File: config.mk
export PLATFORM = sky130hd
export DESIGN_NAME = dotmatrix_scroll_seq
export DESIGN_NICKNAME = d
export VERILOG_FILES = /design/src/rtl/dotmatrix_pkg.sv /design/src/rtl/dm_rotate8.sv /design/src/rtl/dotmatrix_scroll_seq.sv
export SDC_FILE = /design/constraint.sdc
export NUM_CORES = 1
export LEC_CHECK = 0
export ABC_AREA = 1
export BUFFER_PORTS_ARGS = -buffer_cell sky130_fd_sc_hd__buf_2
export CAP_MARGIN = 25
export CORE_ASPECT_RATIO = 2
export CORE_MARGIN = 4
export CORE_UTILIZATION = 33
export CTS_BUF_LIST = sky130_fd_sc_hd__clkbuf_2
export DETAILED_ROUTE_END_ITERATION = 7
export PLACE_DENSITY_LB_ADDON = 0.1
export RECOVER_POWER = 100
export SYNTH_ARGS = -nofsm -noshare
export SYNTH_HDL_FRONTEND = slang
export SYNTH_SLANG_ARGS = --single-unit
export TNS_END_PERCENT = 1
File: constraint.sdc
create_clock -name mclock -period 1.77 [get_ports mclock]
set_input_delay 0.177 -clock mclock [delete_from_list [all_inputs] [get_ports mclock]]
set_output_delay 0.177 -clock mclock [all_outputs]
set_load 0.005 [all_outputs]
File: src/rtl/dotmatrix_pkg.sv
// Shared definitions for the dot-matrix scroll sequencer.
//   state_t           : sequencer FSM state encoding
//   STRB_BYTE0        : byte strobe used for every row write
//   NUM_ROWS          : rows in the pattern buffer / writes per frame
//   DEFAULT_BASE_ADDR : default slave register address of row 0
package dotmatrix_pkg;

    typedef enum logic [2:0] {
        S_IDLE,
        S_ISSUE,
        S_WAIT_ACK,
        S_GAP,
        S_DONE
    } state_t;

    localparam logic [3:0] STRB_BYTE0        = 4'b0001;
    localparam int         NUM_ROWS          = 8;
    localparam logic [7:0] DEFAULT_BASE_ADDR = 8'h00;

endpackage

File: src/rtl/dm_rotate8.sv
// Combinational 8-bit rotate.
//   i_data : byte to rotate
//   i_amt  : rotate amount 0..7 (0 passes data unchanged)
//   i_dir  : 0 = rotate left, 1 = rotate right
//   o_data : rotated byte
module dm_rotate8 (
    input  logic [7:0] i_data,
    input  logic [2:0] i_amt,
    input  logic       i_dir,
    output logic [7:0] o_data
);

    logic [15:0] w_dbl;
    logic [15:0] w_shl;
    logic [15:0] w_shr;

    // Doubling the byte turns a rotate into a plain shift of the pair:
    // the upper byte of a left shift or the lower byte of a right shift.
    assign w_dbl  = {i_data, i_data};
    assign w_shl  = w_dbl << i_amt;
    assign w_shr  = w_dbl >> i_amt;
    assign o_data = i_dir ? w_shr[7:0] : w_shl[15:8];

endmodule

File: src/rtl/dotmatrix_scroll_seq.sv
// Bus-master sequencer pushing an 8-row pattern frame to the dot-matrix
// slave as CS/Write transactions, with optional periodic scrolling.
//   mclock, mreset        : clock, synchronous active-high reset
//   ld_we/ld_addr/ld_data : host write port into the pattern buffer
//   start                 : one-cycle pulse requesting a frame now
//   scroll_en, scroll_dir : periodic frames + offset advance, rotate direction
//   CS/Write/Read/Address/Data_o/STRB, ack : slave register bus
//   busy, frame_done, err : frame status (done/err are one-cycle pulses)
//   offset                : current scroll offset
module dotmatrix_scroll_seq
    import dotmatrix_pkg::*;
#(
    parameter logic [23:0] SCROLL_DIV  = 24'd12_000_000,
    parameter logic [7:0]  ACK_TIMEOUT = 8'd64,
    parameter logic [7:0]  BASE_ADDR   = DEFAULT_BASE_ADDR
) (
    input  logic       mclock,
    input  logic       mreset,
    input  logic       ld_we,
    input  logic [2:0] ld_addr,
    input  logic [7:0] ld_data,
    input  logic       start,
    input  logic       scroll_en,
    input  logic       scroll_dir,
    output logic       CS,
    output logic       Write,
    output logic       Read,
    output logic [7:0] Address,
    output logic [7:0] Data_o,
    output logic [3:0] STRB,
    input  logic       ack,
    output logic       busy,
    output logic       frame_done,
    output logic       err,
    output logic [2:0] offset
);

    localparam logic [2:0] LAST_ROW = 3'(NUM_ROWS - 1);

    logic [7:0]  r_buf [NUM_ROWS];
    logic [23:0] r_tick_cnt;
    logic        r_pending;
    logic        r_tk;
    logic        r_frame_tk;
    logic [2:0]  r_row;
    logic [7:0]  r_to_cnt;
    state_t      r_state;
    logic        r_cs;
    logic        r_write;
    logic [7:0]  r_addr;
    logic [7:0]  r_data;
    logic [3:0]  r_strb;
    logic        r_busy;
    logic        r_frame_done;
    logic        r_err;
    logic [2:0]  r_offset;

    logic        w_tick;
    logic        w_req;
    logic [7:0]  w_rot;

    // Tick counter: free-runs only while scrolling is enabled.
    always_ff @(posedge mclock) begin
        if (mreset || !scroll_en) begin
            r_tick_cnt <= '0;
        end else if (w_tick) begin
            r_tick_cnt <= '0;
        end else begin
            r_tick_cnt <= r_tick_cnt + 24'd1;
        end
    end

    assign w_tick = scroll_en && (r_tick_cnt == SCROLL_DIV - 24'd1);
    assign w_req  = start || w_tick;

    // Rotation uses the live direction and the current offset.
    dm_rotate8 u_rot (
        .i_data (r_buf[r_row]),
        .i_amt  (r_offset),
        .i_dir  (scroll_dir),
        .o_data (w_rot)
    );

    always_ff @(posedge mclock) begin
        if (mreset) begin
            for (int i = 0; i < NUM_ROWS; i++) begin
                r_buf[i] <= 8'h00;
            end
            r_pending    <= 1'b0;
            r_tk         <= 1'b0;
            r_frame_tk   <= 1'b0;
            r_row        <= 3'd0;
            r_to_cnt     <= 8'd0;
            r_state      <= S_IDLE;
            r_cs         <= 1'b0;
            r_write      <= 1'b0;
            r_addr       <= 8'h00;
            r_data       <= 8'h00;
            r_strb       <= 4'h0;
            r_busy       <= 1'b0;
            r_frame_done <= 1'b0;
            r_err        <= 1'b0;
            r_offset     <= 3'd0;
        end else begin
            r_frame_done <= 1'b0;
            r_err        <= 1'b0;

            // Row reads in ISSUE see the pre-edge contents, so a write
            // landing on the row being issued only affects later frames.
            if (ld_we) begin
                r_buf[ld_addr] <= ld_data;
            end

            // Single-slot request latch; requests during a frame merge.
            if (w_req) begin
                r_pending <= 1'b1;
                r_tk      <= r_tk | w_tick;
            end

            case (r_state)
                S_IDLE: begin
                    if (r_pending) begin
                        // A request arriving on the consume cycle refills the slot.
                        r_pending  <= w_req;
                        r_tk       <= w_tick;
                        r_frame_tk <= r_tk;
                        r_row      <= 3'd0;
                        r_busy     <= 1'b1;
                        r_state    <= S_ISSUE;
                    end
                end
                S_ISSUE: begin
                    r_cs     <= 1'b1;
                    r_write  <= 1'b1;
                    r_strb   <= STRB_BYTE0;
                    r_addr   <= BASE_ADDR + {5'b00000, r_row};
                    r_data   <= w_rot;
                    r_to_cnt <= 8'd0;
                    r_state  <= S_WAIT_ACK;
                end
                S_WAIT_ACK: begin
                    if (ack) begin
                        r_cs    <= 1'b0;
                        r_write <= 1'b0;
                        r_strb  <= 4'h0;
                        r_addr  <= 8'h00;
                        r_data  <= 8'h00;
                        r_state <= S_GAP;
                    end else if (r_to_cnt == ACK_TIMEOUT - 8'd1) begin
                        // Abandon the frame; offset stays where it was.
                        r_cs    <= 1'b0;
                        r_write <= 1'b0;
                        r_strb  <= 4'h0;
                        r_addr  <= 8'h00;
                        r_data  <= 8'h00;
                        r_err   <= 1'b1;
                        r_busy  <= 1'b0;
                        r_state <= S_IDLE;
                    end else begin
                        r_to_cnt <= r_to_cnt + 8'd1;
                    end
                end
                S_GAP: begin
                    if (r_row == LAST_ROW) begin
                        r_state <= S_DONE;
                    end else begin
                        r_row   <= r_row + 3'd1;
                        r_state <= S_ISSUE;
                    end
                end
                S_DONE: begin
                    r_frame_done <= 1'b1;
                    r_busy       <= 1'b0;
                    if (r_frame_tk) begin
                        r_offset <= r_offset + 3'd1;
                    end
                    r_state <= S_IDLE;
                end
                default: r_state <= S_IDLE;
            endcase
        end
    end

    assign CS         = r_cs;
    assign Write      = r_write;
    assign Read       = 1'b0;
    assign Address    = r_addr;
    assign Data_o     = r_data;
    assign STRB       = r_strb;
    assign busy       = r_busy;
    assign frame_done = r_frame_done;
    assign err        = r_err;
    assign offset     = r_offset;

endmodule

==> results of run 1 <==
## sequential cells by signal, summed over array words and instances (netlist names), named ones only
register / flops
r_row: 3
r_buf: 64
r_to_cnt: 8
Data_o: 8
r_tick_cnt: 24
offset: 3
err: 1
busy: 1
Address: 3
r_tk: 1
frame_done: 1
r_frame_tk: 1
STRB: 1
r_state: 3
r_pending: 1
## synth_stat cells
cell type,count
nand2_1,213
nand3_1,109
nor2_1,103
inv_1,91
edfxtp_1,64
dfxtp_1,62
a21oi_1,38
buf_4,16
nor3_1,13
o21ai_0,13
clkbuf_1,8
nand3_2,8
buf_2,6
buf_6,6
xor2_1,6
ha_1,5
nand2_2,4
nor2_2,4
nor2_4,4
nor3_2,4
clkinv_1,3
inv_2,3
nor3b_2,3
nor4_1,3
o21a_1,3
nand3_4,2
nor3_4,2
nor3b_1,2
xnor2_1,2
a211oi_1,1
a221oi_1,1
a31oi_1,1
and3_1,1
and3_2,1
buf_1,1
conb_1,1
inv_4,1
nand3b_1,1
nand4_1,1
nor4_4,1
o22ai_1,1
or2_2,1
## area by class of cell
class,instances,area [sq um]
Sequential cell,126,3170
Clock inverter,13,195
Fill cell,2076,11500
Multi-Input combinational cell,560,2940
Timing Repair Buffer,102,698
Inverter,98,378
Tap cell,259,324
Clock buffer,19,95.1
Antenna cell,1,2.50
## power by group through the flow
| stage | clock network [mW] | registers, mW | logic, mW |
|---|---|---|---|
| 2_1_floorplan | 0 | 3.36 | 0.612 |
| 3_3_place_gp | 0 | 3.38 | 0.941 |
| 3_5_place_dp | 0 | 3.39 | 0.950 |
| 4_1_cts | 2.25 | 3.33 | 1.03 |
| 5_1_grt | 2.37 | 3.34 | 1.18 |
| 6_report | 2.18 | 3.33 | 1.05 |
## cell families after synthesis
group                    Yosys count
AO/OA/AOI/OAI                     58
XOR/XNOR                           8
adder cells (fa/ha/maj)            5
buffers and inverters            135
flip-flops                       126
other                              1
AND/OR/NAND/NOR                  480
## worst max-delay path by stage
| stage | from | to | slack (ns) |
|---|---|---|---|
| 5_1_grt | r_to_cnt[1] | r_to_cnt[3] | -0.16 |
| 2_1_floorplan | r_to_cnt[0] | Address[0] | 0.1 |
| 6_report | register | Data_o[4] | -0.03 |
| 3_3_place_gp | register | Data_o[5] | -0.11 |
| 3_5_place_dp | register | Data_o[5] | -0.18 |
| 4_1_cts | register | Data_o[5] | -0.04 |
## layer usage
layer / GRT usage / wire length, microns / share of wire
met4: 0.108 / 1150 / 0.061
met5: 0 / 0 / 0
met2: 0.353 / 10800 / 0.58
met3: 0.0276 / 388 / 0.021
met1: 0.150 / 6290 / 0.34
## through the flow
step	total power [mW]	utilization	setup slack, ns	hold slack (ns)	instances
6_report	6.55	0.405	-0.0262	0.122	1178
2_1_floorplan	3.97	-	0.0981	0.255	821
4_1_cts	6.61	0.396	-0.0352	-0.166	1172
3_5_place_dp	4.34	0.368	-0.176	0.361	1125
3_3_place_gp	4.33	0.368	-0.108	0.361	1125
5_1_grt	6.88	0.405	-0.158	0.0644	1178
## worst min-delay path: stages
cell	delay, ns
dlygate4sd3_1	0.52
buf_2	0.10
nor4_1	0.04
## timing repair
item | 4_1_cts | 5_1_grt
pin swaps | 3 | 11
resized for setup | 24 | 46
endpoints found under the hold margin | 115 | 8
setup buffers | 1 | 4
hold buffers | 14 | 1
endpoints found under the setup margin | 30 | 41
==> summary.txt, run 1 <==
Status: finished, violations left
Failing checks: setup timing
I/O Pins: 47
Final WS setup: -0.0262 ns
First-pass GRT wire length: 28.7 mm
Reg2reg setup slack: -0.03 ns
CTS Buffer Depth: 2
Sw frac: 0.288
Adder-cell area share of the yosys netlist: 0.00972
Comb pwr share: 0.160
CP max stage delay: 0.44 ns
Final HPWL DP: 14.4 mm
Clock skew: 0.0424 ns
Synth top area share: 0.299
Placed cell areas: 7100 sq um
Total grt overflow: 0
Startpoint Class: register
Most frequent cells in the layout: nand2_1, nor2_1, inv_1
Initial Utilization: 0.334
Hold depth: 3
Max IR drop VDD: 0.423 mV
Synth Area in Simple Gates: 0.343
Synth Area per Inst: 7.91 sq um
Final Hold Viols: 0
DR pass1 iterations: 4
Number of H-tree levels: 4
Crit path DAT: 2.43 ns
Net Switching: 1.89 mW
RSZ-0062 raised after global routing: yes
IO buf count: 37
Die X: 107 microns
Max_slew headroom: 0.656
Final GP Congestion: 0.875
TNS Setup: -0.0690 ns
Vias in the first global route: 5,624
P_int: 4.66 mW
Post-synthesis xor/xnor area fraction: 0.0109
Slew @ Worst Pin: 0.516 ns
Clock-pin slew on the worst setup and hold paths: 0.21 ns
Largest net degree at the start of global routing: 25
Period utilization: 1.01
Clock power share: 0.332
Post-synthesis mux area share: 0
Fin nets: 928
Final setup viols: 5
Vias: 5,611
Crit-path cells: buf_12 -> nand2_1 -> nand2_1 -> nand2_1 -> nand3_1 -> nand3_1 -> nand3_1 -> nand2_1 -> nand2_1 -> nand3_1 -> nand2_1 -> nand2_1 -> a21oi_1
Layout cells sized above 1: 0.198
CTS root buf: clkbuf_2
Largest area contributor in the netlist: edfxtp_1
Sequential Power Share: 0.508
Slew Viols, Final: 0
Iter 0 DRT Violations: 212
Fmax: 0.557 GHz
Commonest non-fill, non-tap cell in the layout: nand2_1
Tmin final: 1.80 ns
Top cell family by delay on the critical path: simple AND/OR/NAND/NOR gates
Initial antenna violation count: 1
GRT Util Overall: 0.174
Wirelength per Cell: 15.8 microns
Critical Setup Path Class: register to register
Antenna violation net count after detailed routing: 0
Clock sink count: 126
Pwr Density: 839 nW/um^2
Hold Path Sink: err
Crit-path max FO: 15
Num CTS Buffers: 17
Crit-path slowest cell: dfxtp_4
CTS tree: yes
Post-synthesis sequential area ratio: 0.492
Leak: 3.34 nW
Mean number of vias per cell: 4.76
Critical Path RT: 2.40 ns
Crit-path most repeated cell: nand2_1
Syn-to-layout area delta: 21.3%
# rows: 72
DRC Markers: 0
Worst skew pair latency: 0.72 ns
Ranking of synthesized cells by area: edfxtp_1, dfxtp_1, nand2_1
Hold Path Origin: ack
Fin area: 7810 sq um
Endpoint class of the critical path: register
Synth Warn #: 0
Levels on crit path: 13
DIE HEIGHT: 205 microns
Routed Wire Length: 18.7 mm
Worst Hold Class: input port to register
Full die area: 21,900 sq um
Syn Inst Count: 813
Compound-Gate Fraction of Synth Area: 0.0476
R2R cell count: 13
WP buf/inv: 1
Reg-to-reg endpoint: Data_o[4]
Post-synthesis register bit count: 126
Synth unique cells: 42
Largest family of logic cells by synthesized area: simple AND/OR/NAND/NOR gates
Max-capacitance violation count: 0
Mapped Area: 6430 sq um
Core Region: 19,300 sq um
(Power assumes the default switching activity.)
==> run 2, diff against run 1 <==
CTS_BUF_LIST = unset   (was sky130_fd_sc_hd__clkbuf_2)
==> summary.txt, run 2 (same netlist as run 1, synthesis figures left out) <==
Full die area: 21,900 sq um (unchanged)
Sequential Power Share: 0.411 (-0.097)
# rows: 72 (unchanged)
Status: finished, violations left
Vias: 5,550 (-1.1%)
RSZ-0062 raised after global routing: yes
CTS root buf: clkbuf_16
Final setup viols: 2 (-3)
DIE HEIGHT: 205 microns (unchanged)
Layout cells sized above 1: 0.198 (about the same)
Critical Setup Path Class: register to register
Worst Hold Class: input port to register
Die X: 107 microns (unchanged)
Final HPWL DP: 14.4 mm (unchanged)
Antenna violation net count after detailed routing: 0 (unchanged)
Antenna diode count: 0 (-1)
Num CTS Buffers: 17 (unchanged)
Tmin final: 1.78 ns (-0.0201 ns)
Commonest non-fill, non-tap cell in the layout: nand2_1
Biggest register: r_buf
Comb pwr share: 0.127 (-0.033)
Fin nets: 913 (-1.6%)
Final GP Congestion: 0.875 (unchanged)
Crit-path max FO: 12 (-3)
Total Power: 8.11 mW (+24%)
Critical Path RT: 2.08 ns (-0.32 ns)
Vias in the first global route: 5,618 (-0.11%)
Slew @ Worst Pin: 0.511 ns (-0.00469 ns)
Period utilization: 1.00 (-0.0114)
Net Switching: 2.04 mW (+8.3%)
Final WS setup: -0.00608 ns (+0.0201 ns)
Max IR drop VDD: 0.589 mV (+39%)
Iter 0 DRT Violations: 195 (-8.0%)
Clock power share: 0.462 (+0.130)
Largest net degree at the start of global routing: 25 (unchanged)
Endpoint class of the critical path: register
Initial antenna violation count: 0 (-1)
Wirelength per Cell: 16.1 microns (+1.5%)
Final Hold Viols: 0 (unchanged)
Slew Viols, Final: 0 (unchanged)
Clock sink count: 126 (unchanged)
Worst skew pair latency: 0.42 ns (-0.30 ns)
Failing checks: setup timing
P_int: 6.07 mW (+30%)
Startpoint Class: register
Number of flip-flops in the largest register: 64 (unchanged)
DRC Markers: 0 (unchanged)
Max-capacitance violation count: 0 (unchanged)
Core Region: 19,300 sq um (unchanged)
GRT Util Overall: 0.175 (+0.00126)
CTS Buffer Depth: 2 (unchanged)
Total grt overflow: 0 (unchanged)
First-pass GRT wire length: 28.8 mm (+0.43%)
Number of H-tree levels: 4 (unchanged)
Syn-to-layout area delta: 24.6%
Mean number of vias per cell: 4.78 (+0.27%)
Hold_ws: 0.0163 ns (-0.106 ns)
Initial Utilization: 0.334 (unchanged)
Pwr Density: 1010 nW/um^2 (+21%)
Sw frac: 0.252 (-0.0361)
DR pass1 iterations: 4 (unchanged)
Top Registers: r_buf (64), r_tick_cnt (24)
IO buf count: 37 (unchanged)
Clock skew: 0.0122 ns (-0.0302 ns)
I/O Pins: 47 (unchanged)
Max_slew headroom: 0.659 (+0.00313)
Routed Wire Length: 18.7 mm (about the same)
Crit path DAT: 2.09 ns (-0.34 ns)
Fmax: 0.563 GHz (+1.1%)
TNS Setup: -0.00767 ns (+0.0613 ns)
CTS tree: yes
Most frequent cells in the layout: nand2_1, nor2_1, inv_1
Leak: 3.44 nW (+2.9%)
Clock-pin slew on the worst setup and hold paths: 0.06 ns (-0.15 ns)
## run 2: worst max-delay path, stage by stage, from the launching register on
cell,delay (ns)
dfxtp_2,0.35
ha_4,0.15
nand2_4,0.06
nor2_4,0.12
nand2_2,0.08
nor2_4,0.11
nand3b_1,0.19
nor2_2,0.16
inv_1,0.07
nand2_2,0.09
inv_4,0.09
a21oi_4,0.14
nor2_1,0.05
## run 2: worst paths after layout
kind | start | end | slack [ns] | cells past startpoint
max reg2reg | r_to_cnt[1] | Address[1] | -0.006 | 12
max | r_to_cnt[1] | Address[1] | -0.006 | 12
min | start | r_pending | 0.02 | 3
min reg2reg | r_frame_tk | r_frame_tk | 0.46 | 2
## run 2: power by group through the flow
stage | registers (mW) | logic (mW) | clock network, mW
after CTS | 3.33 | 1.01 | 3.85
after floorplan | 3.36 | 0.612 | 0
after detailed placement | 3.39 | 0.950 | 0
final | 3.33 | 1.03 | 3.75
after global placement | 3.38 | 0.941 | 0
after global routing | 3.35 | 1.16 | 3.96
## run 2: what timing repair did
| action | CTS | global route |
|---|---|---|
| hold buffers | 1 | 0 |
| endpoints found under the setup margin | 32 | 32 |
| hold endpoints to repair | 1 | 0 |
| setup buffers | 1 | 3 |
| pin swaps | 8 | 14 |
| gates resized for setup | 31 | 42 |
## run 2: per-layer routing
layer / global-route usage / share of wire
met1: 0.152 / 0.33
met2: 0.348 / 0.58
met3: 0.0248 / 0.023
met4: 0.127 / 0.067
met5: 0 / 0
## run 2: stage by stage
stage / setup slack, ns / util / instance area [sq um] / std cells
2_1_floorplan: 0.0981 / - / 6460 / 821
3_3_place_gp: -0.108 / 0.368 / 7100 / 1125
3_5_place_dp: -0.176 / 0.368 / 7100 / 1125
4_1_cts: -0.0361 / 0.409 / 7880 / 1159
5_1_grt: -0.129 / 0.416 / 8020 / 1162
6_report: -0.00608 / 0.416 / 8020 / 1162
## run 2: final cells by class
class	count	area [sq um]
Fill cell	2042	11300
Sequential cell	126	3170
Multi-Input combinational cell	560	2960
Timing Repair Buffer	87	557
Clock buffer	19	433
Inverter	98	378
Tap cell	259	324
Clock inverter	13	195
